### src/rtl/logic_unit_pkg.sv
// Shared definitions for the LogicUnit and its round-robin arbiter.
// Contents: fixed LogicUnit widths, opcode encodings, sequencer state
// encoding and the opcode legality check.
package logic_unit_pkg;

    localparam int unsigned LU_DATA_W = 32;
    localparam int unsigned LU_OP_W   = 6;

    localparam logic [LU_OP_W-1:0] OP_NOT  = 6'd1;
    localparam logic [LU_OP_W-1:0] OP_OR   = 6'd2;
    localparam logic [LU_OP_W-1:0] OP_AND  = 6'd3;
    localparam logic [LU_OP_W-1:0] OP_NOR  = 6'd4;
    localparam logic [LU_OP_W-1:0] OP_NAND = 6'd5;
    localparam logic [LU_OP_W-1:0] OP_XOR  = 6'd6;

    typedef enum logic [1:0] {
        StIdle = 2'd0,
        StExec = 2'd1,
        StResp = 2'd2
    } state_e;

    function automatic logic is_legal_op(input logic [LU_OP_W-1:0] op);
        return (op >= OP_NOT) && (op <= OP_XOR);
    endfunction

endpackage

### src/rtl/logic_unit.sv
// Combinational 32-bit logic unit.
// Ports:
//   a, b  in  operands
//   sel   in  opcode (NOT A, OR, AND, NOR, NAND, XOR); illegal opcodes give 0
//   y     out result
module logic_unit
    import logic_unit_pkg::*;
(
    input  logic [LU_DATA_W-1:0] a,
    input  logic [LU_DATA_W-1:0] b,
    input  logic [LU_OP_W-1:0]   sel,
    output logic [LU_DATA_W-1:0] y
);

    always_comb begin
        y = '0;
        case (sel)
            OP_NOT:  y = ~a;
            OP_OR:   y = a | b;
            OP_AND:  y = a & b;
            OP_NOR:  y = ~(a | b);
            OP_NAND: y = ~(a & b);
            OP_XOR:  y = a ^ b;
            default: y = '0;
        endcase
    end

endmodule

### src/rtl/logic_unit_arbiter.sv
// Round-robin arbiter/sequencer sharing one logic_unit between NUM_REQ requesters.
// One request is accepted at a time; its operands are latched, executed, and the
// result is returned with the owning requester id.
// Ports:
//   clk, rst_n           clock, asynchronous active-low reset
//   req_valid/req_ready  per-requester handshake (req_ready one-hot or zero)
//   req_a/req_b/req_op   packed per-requester operands/opcode, requester i at [i*W +: W]
//   resp_valid/ready     result handshake
//   resp_data/id/err     result, owning requester, illegal-opcode flag
//   busy                 sequencer not idle
//   ops_done             saturating count of completed response handshakes
module logic_unit_arbiter
    import logic_unit_pkg::*;
#(
    parameter int unsigned NUM_REQ = 4,
    parameter int unsigned DATA_W  = 32,
    parameter int unsigned OP_W    = 6,
    parameter int unsigned ID_W    = $clog2(NUM_REQ),
    parameter int unsigned CNT_W   = 16
) (
    input  logic                      clk,
    input  logic                      rst_n,
    input  logic [NUM_REQ-1:0]        req_valid,
    output logic [NUM_REQ-1:0]        req_ready,
    input  logic [NUM_REQ*DATA_W-1:0] req_a,
    input  logic [NUM_REQ*DATA_W-1:0] req_b,
    input  logic [NUM_REQ*OP_W-1:0]   req_op,
    output logic                      resp_valid,
    input  logic                      resp_ready,
    output logic [DATA_W-1:0]         resp_data,
    output logic [ID_W-1:0]           resp_id,
    output logic                      resp_err,
    output logic                      busy,
    output logic [CNT_W-1:0]          ops_done
);

    state_e              state;
    logic [ID_W-1:0]     rr_ptr;
    logic [ID_W-1:0]     grant;
    logic [DATA_W-1:0]   op_a;
    logic [DATA_W-1:0]   op_b;
    logic [OP_W-1:0]     op_sel;
    logic [ID_W-1:0]     op_id;
    logic [DATA_W-1:0]   lu_y;

    // First asserted valid found scanning from ptr upwards, wrapping at NUM_REQ.
    function automatic logic [ID_W-1:0] rr_pick(input logic [NUM_REQ-1:0] valid,
                                                input logic [ID_W-1:0]    ptr);
        logic [ID_W-1:0] pick;
        logic [ID_W-1:0] idx;
        logic            found;
        pick  = '0;
        found = 1'b0;
        for (int unsigned k = 0; k < NUM_REQ; k++) begin
            idx = ID_W'((32'(ptr) + k) % NUM_REQ);
            if (!found && valid[idx]) begin
                found = 1'b1;
                pick  = idx;
            end
        end
        return pick;
    endfunction

    always_comb begin
        grant     = rr_pick(req_valid, rr_ptr);
        req_ready = '0;
        // rst_n gate keeps req_ready low while reset is held with valids asserted
        if ((state == StIdle) && rst_n && (|req_valid)) begin
            req_ready[grant] = 1'b1;
        end
    end

    assign busy = (state != StIdle);

    logic_unit u_lu (
        .a   (op_a),
        .b   (op_b),
        .sel (op_sel),
        .y   (lu_y)
    );

    always_ff @(posedge clk or negedge rst_n) begin
        if (!rst_n) begin
            state      <= StIdle;
            rr_ptr     <= '0;
            op_a       <= '0;
            op_b       <= '0;
            op_sel     <= '0;
            op_id      <= '0;
            resp_valid <= 1'b0;
            resp_data  <= '0;
            resp_id    <= '0;
            resp_err   <= 1'b0;
            ops_done   <= '0;
        end else begin
            unique case (state)
                StIdle: begin
                    if (|req_valid) begin
                        op_a   <= req_a[grant*DATA_W +: DATA_W];
                        op_b   <= req_b[grant*DATA_W +: DATA_W];
                        op_sel <= req_op[grant*OP_W +: OP_W];
                        op_id  <= grant;
                        if (grant == ID_W'(NUM_REQ - 1)) begin
                            rr_ptr <= '0;
                        end else begin
                            rr_ptr <= grant + 1'b1;
                        end
                        state <= StExec;
                    end
                end
                StExec: begin
                    // logic_unit already returns 0 for illegal opcodes
                    resp_data  <= lu_y;
                    resp_err   <= ~is_legal_op(op_sel);
                    resp_id    <= op_id;
                    resp_valid <= 1'b1;
                    state      <= StResp;
                end
                StResp: begin
                    if (resp_ready) begin
                        resp_valid <= 1'b0;
                        if (ops_done != '1) begin
                            ops_done <= ops_done + 1'b1;
                        end
                        state <= StIdle;
                    end
                end
                default: state <= StIdle;
            endcase
        end
    end

endmodule

### config.mk
export PLATFORM = sky130hd
export DESIGN_NAME = logic_unit_arbiter
export DESIGN_NICKNAME = d
export VERILOG_FILES = /design/src/rtl/logic_unit_pkg.sv /design/src/rtl/logic_unit.sv /design/src/rtl/logic_unit_arbiter.sv
export SDC_FILE = /design/constraint.sdc
export NUM_CORES = 1
export LEC_CHECK = 0
export ABC_AREA = 1
export CORE_AREA = 2 2 174 176
export DETAILED_ROUTE_END_ITERATION = 10
export DIE_AREA = 0 0 176 178
export PLACE_DENSITY_LB_ADDON = 0.05
export SLEW_MARGIN = 20
export SYNTH_ARGS = -nofsm -noshare
export SYNTH_HDL_FRONTEND = slang
export SYNTH_SLANG_ARGS = --single-unit
### constraint.sdc
create_clock -name clk -period 9.1 [get_ports clk]
set_input_delay 2.73 -clock clk [delete_from_list [all_inputs] [get_ports clk]]
set_output_delay 2.73 -clock clk [all_outputs]
set_load 0.005 [all_outputs]
## Word-level counts from Yosys, hierarchy flattened

Cells that the tools add are included.

- $add $sub $neg: 5
- $mul: 1
- $lt $le $gt $ge: 8
- Equality and inequality tests: 12
- Shift operators: 3
- Muxes and demuxes: 25
- Bitwise gates (word level): 7
- Reductions and logical operators: 18

Operator list:

| cell | number |
|---|---|
| variable part select 128 x 8 -> 32 bit | 2 |
| one-hot mux 32 bit (6 select lines) | 1 |
| inverter 32 bit | 3 |
| bitwise AND 32 bit | 1 |
| bitwise OR 32 bit | 1 |
| bitwise XOR 32 bit | 1 |
| variable part select 24 x 6 -> 6 bit | 1 |
| equality test 6 x 3 -> 1 bit (second input constant) | 3 |
| adder 16 x 1 -> 16 bit (second input constant) | 1 |
| != test 16 bit (second input constant) | 1 |
| less-than comparator 2 x 3 -> 1 bit (second input constant) | 5 |
| 2-to-1 mux 2 bit | 7 |
| equality test 6 x 2 -> 1 bit (second input constant) | 2 |
| 2-to-1 mux 1 bit | 9 |
| binary-select mux 1 bit (select 2 bit) | 4 |
| logical AND 1 bit | 7 |
| equality test 6 x 1 -> 1 bit (second input constant) | 1 |
| >= comparator 6 x 1 -> 1 bit (second input constant) | 1 |
| <= comparator 6 x 3 -> 1 bit (second input constant) | 1 |
| one-hot mux 2 bit (3 select lines) | 1 |
| AND reduction 2 bit | 3 |
| adder 2 x 1 -> 2 bit (second input constant) | 2 |
| adder 2 bit (second input constant) | 2 |
| equality test 2 bit (second input constant) | 2 |
| 14 further kinds | 17 |

- Bits in registers: 128
- Input port bits: 287
- Output and inout port bits: 57
- Word-level logic and storage cells: 90

## Longest topological paths before layout

- Depth after elaboration: 17
- Mapped depth: 17
- Gate-level depth less buffers: 15

## By module

Synthesis repeated with hierarchy kept, for this count alone.

- Cells, all modules: 1828
- Area total of the unflattened synthesis: 11193.2 µm²

Modules (own cells, without submodules):

| module | times used | cells each | area an instance (µm²) | seq. area each (µm²) |
|---|---|---|---|---|
| logic_unit_arbiter | 1 | 1248 | 8072.7 | 3203.1 |
| logic_unit | 1 | 580 | 3120.5 | 0.0 |

## Least setup slack after synthesis

Ideal clock, no wire load.

- Kind: in2out
- From: input port req_valid[1]
- To: output port req_ready[3]
- Data arrival time: 3.968 ns
- Data required time: 6.370 ns
- Setup slack: 2.402 ns
- Stages: 12
- Path buffers: 2
- Cells stage by stage: inv_1 -> nand2_1 -> nand3_1 -> nand2_1 -> nor2_1 -> nand4_1 -> nand2_1 -> buf_4 -> buf_2 -> ha_1 -> inv_1 -> nor2_1

- Word-level cells in the longest chain between the ends: 17

Ends and longest elaborated chain:

| element | line | source |
|---|---|---|
| start: declaration | logic_unit_arbiter.sv:23 | `input logic [NUM_REQ-1:0] req_valid,` |
| binary-select mux 1 bit (select 2 bit) | logic_unit_arbiter.sv:56 | `if (!found && valid[idx]) begin` |
| 2-to-1 mux 1 bit (implied by the code) | logic_unit_arbiter.sv:56 |  |
| 2-to-1 mux 1 bit | logic_unit_arbiter.sv:56 |  |
| zero test 1 bit | logic_unit_arbiter.sv:56 |  |
| logical AND 1 bit | logic_unit_arbiter.sv:56 |  |
| 2-to-1 mux 1 bit | logic_unit_arbiter.sv:56 |  |
| zero test 1 bit | logic_unit_arbiter.sv:56 |  |
| logical AND 1 bit | logic_unit_arbiter.sv:56 |  |
| 2-to-1 mux 1 bit | logic_unit_arbiter.sv:56 |  |
| zero test 1 bit | logic_unit_arbiter.sv:56 |  |
| logical AND 1 bit | logic_unit_arbiter.sv:56 |  |
| 2-to-1 mux 2 bit | logic_unit_arbiter.sv:56 |  |
| less-than comparator 2 x 3 -> 1 bit (implied by the code) / >= comparator 2 x 1 -> 1 bit (equally long branches) | logic_unit_arbiter.sv:69 | `req_ready[grant] = 1'b1;` |
| logical AND 1 bit (implied by the code) | logic_unit_arbiter.sv:69 |  |
| 2-to-1 mux 1 bit (implied by the code) | logic_unit_arbiter.sv:69 |  |
| demux 1 bit (select 2 bit) | logic_unit_arbiter.sv:69 |  |
| 2-to-1 mux 4 bit (*) | logic_unit_arbiter.sv:68 | `if ((state == StIdle) && rst_n && (\|req_valid)) begin` |
| end: declaration | logic_unit_arbiter.sv:24 | `output logic [NUM_REQ-1:0] req_ready,` |

Mark *: on every way between the ends. The rest lies on a longest branch, timed or not. The select of a mux whose other input is x is not followed.

## Worst setup path after layout

Ends and elaborated chain as after synthesis.

==> results.json <==
{
  "outcome": "complete, no violations",
  "max-cap-violations": 0,
  "synth-async-reset-ratio_pct": 100,
  "drc": 0,
  "synth_top_area_share_pct": 31.4,
  "grtUsageTotal_pct": 23.0,
  "peakVddDrop_mv": 0.885,
  "die_h_um": 178,
  "synth_edf_count": 0,
  "wire_per_inst_um": 15.6,
  "hold_buffers": 0,
  "placement_rows": 63,
  "maxSlewViolCount": 0,
  "ys_warn_count": 0,
  "critPathKind": "in2out",
  "layout-drive-gt1-share_pct": 3.32,
  "synthDistinctLibCells": 34,
  "drt-vias-per-instance": 4.84,
  "start_kind": "primary input",
  "period_needed_ns": 7.61,
  "syn2layout_area_growth_pct": 41.4,
  "final_core_util_pct": 49.0,
  "fin_tns_setup_ns": 0,
  "die_width_um": 176,
  "gp_congestion": 0.804,
  "worstPathMaxFanout": 4,
  "clkLatencyLatePin_ns": 0.42,
  "cts_sinks": 128,
  "setup_violations": 0,
  "synthFlopType": "dfrtp_1",
  "io_pins": 344,
  "drtPass1Iterations": 5,
  "fp.dieArea_mm2": 0.0313,
  "clkTransAtPathRegs_ns": 0.06,
  "grt.overflow.total": 0,
  "wirelength_mm": 35.7,
  "grt_pass1_vias": 10600,
  "synth_area_mm2": 0.0102,
  "grt_use_met1_pct": 30.6,
  "ctsRootBufferMaster": "clkbuf_16",
  "cts_buffers": 17,
  "core-area_mm2": 0.0294,
  "cts_setup_buffers": 0,
  "clock_path_buffers": 2,
  "power_density_mw_per_mm2": 332,
  "ys_top_cells_by_area": "dfrtp_1 31%, nand2_1 25%, nand3_1 9.4%, ha_1 8.1%, inv_1 7.6%",
  "power_leakage_nw": 7.45,
  "worstPathArrival_ns": 4.88,
  "synthCells": 1600,
  "rsz0062_at_grt": "no",
  "drt_iter0_drc": 635,
  "grt_pass1_wl_mm": 56.9,
  "vias": 11100,
  "clock_skew_ns": 0.0119,
  "crit_path_end_kind": "primary output",
  "synth_common_cells": "687 x nand2_1, 206 x inv_1, 191 x nand3_1",
  "tightest_slew_ns": 1.11,
  "syn_nets": 1953,
  "yosys.area.top_type": "dfrtp_1",
  "synth.most_common_cell": "nand2_1",
  "max_freq_ghz": 0.131,
  "fin_crit_sh_pct": 83.6,
  "antenna_found_initial": 0,
  "grt.met2_usage_pct": 38.8,
  "finalNetCount": 2238,
  "grtUsageMet3_pct": 3.94,
  "hold_viol": 0,
  "hp-class": "reg2reg",
  "cts_tree": "built",
  "ys_ff_latch": 128,
  "grt_max_degree": 103,
  "cts_resized": 0,
  "gr-max-usage-layer": "met2",
  "crit_required_ns": 6.37,
  "slew_headroom_pct": 25.9,
  "ys_seq_area_share_pct": 31.4,
  "postRouteAntennaNets": 0,
  "start_util_pct": 34.6,
  "io_buffer_count": 343,
  "h-tree-depth": 4,
  "diodes": 0,
  "hpwl_mm": 26.4,
  "synth.avg_cell_area_um2": 6.37
}
==> area by class of cell <==
type	instances	area, µm²
Clock inverter	15	183
Fill cell	3043	15000
Tap cell	390	488
Clock buffer	17	425
Multi-Input combinational cell	1166	5740
Sequential cell	128	3200
Inverter	212	796
Timing Repair Buffer	360	3560
==> flip-flops by register name, indices dropped and copies added (netlist names) <==
signal / flops
op_a: 32
op_b: 32
op_id: 2
op_sel: 6
ops_done: 16
resp_data: 32
resp_err: 1
resp_id: 2
resp_valid: 1
rr_ptr: 2
state: 2
==> per-layer routing <==
metal / wire length [µm] / vias to the layer above
met5: 0 / -
met4: 561 / 0
met3: 1850 / 33
met2: 17300 / 302
met1: 16000 / 5095
li1: - / 5633
==> cells by family (layout without fill, tap and decap cells) <==
family	Yosys count	after routing	synth area share (%)
xor gates and xnor gates	15	15	1.29
AOI/OAI and AO/OA	148	148	9.16
and+or+nand+nor	937	937	37.6
DFF	128	128	31.4
adders and majority gates	66	66	8.11
buffers and inverters	306	604	12.4
==> metrics by stage <==
| step | total power, W | setup WS (ns) | hold WS (ns) | cells | cell area (µm²) |
|---|---|---|---|---|---|
| floorplan | 0.00317 | 2.40 | 0.441 | 1600 | 10200 |
| global placement | 0.00409 | 1.52 | 0.456 | 2256 | 13800 |
| detailed placement | 0.00412 | 1.49 | 0.458 | 2256 | 13800 |
| CTS | 0.00485 | 1.48 | 0.475 | 2288 | 14400 |
| global route | 0.00532 | 1.30 | 0.505 | 2288 | 14400 |
| finish | 0.00478 | 1.49 | 0.477 | 2288 | 14400 |
==> cells in the final DEF (no fill, tap or decap), types with 3 or more instances in the layout <==
cell type and count:
o21ai_0 61, nand2_1 686, bufinv_16 3, clkinv_4 4, nor3_1 19, inv_1 205, o22ai_1 27, a21oi_1 3
inv_2 5, xor2_1 10, clkbuf_16 17, ha_1 66, xnor2_1 5, clkdlybuf4s50_1 342, o2111ai_1 16, inv_6 4
buf_4 17, nand4_1 8, nand3_1 190, dfrtp_1 128, nor2_1 24, clkinv_2 3, o211ai_1 30
==> path summary, 6_finish.rpt <==
check                        startpoint       endpoint  slack, ns  cells after the start
min reg2reg                   op_sel[4]      op_sel[4]       0.48                      2
min                           op_sel[4]      op_sel[4]       0.48                      2
max in group asynchronous         rst_n  resp_data[29]       5.50                      2
max reg2reg                   rr_ptr[0]       op_a[21]       5.30                     16
min in group asynchronous         rst_n   resp_data[4]       2.27                      1
max                        req_valid[1]   req_ready[3]       1.49                     14
==> worst max-delay path, stage by stage <==
cell	delay, ns
clkdlybuf4s50_1	0.47
inv_1	0.10
nand2_1	0.07
nand3_1	0.12
nand2_1	0.09
inv_2	0.08
nand3_1	0.10
nor2_1	0.19
nor2_4	0.08
inv_2	0.08
ha_1	0.14
inv_1	0.04
nor2_1	0.09
clkdlybuf4s50_1	0.51
==> where the power goes <==
part	total, W	switching [W]	leakage, nW	internal (W)
sequential	0.00104	0.000240	1.63	0.000800
combinational	0.00303	0.00200	5.51	0.00103
clock	0.000709	0.000275	0.298	0.000434
Note: power is estimated with default switching activity, not from simulation.
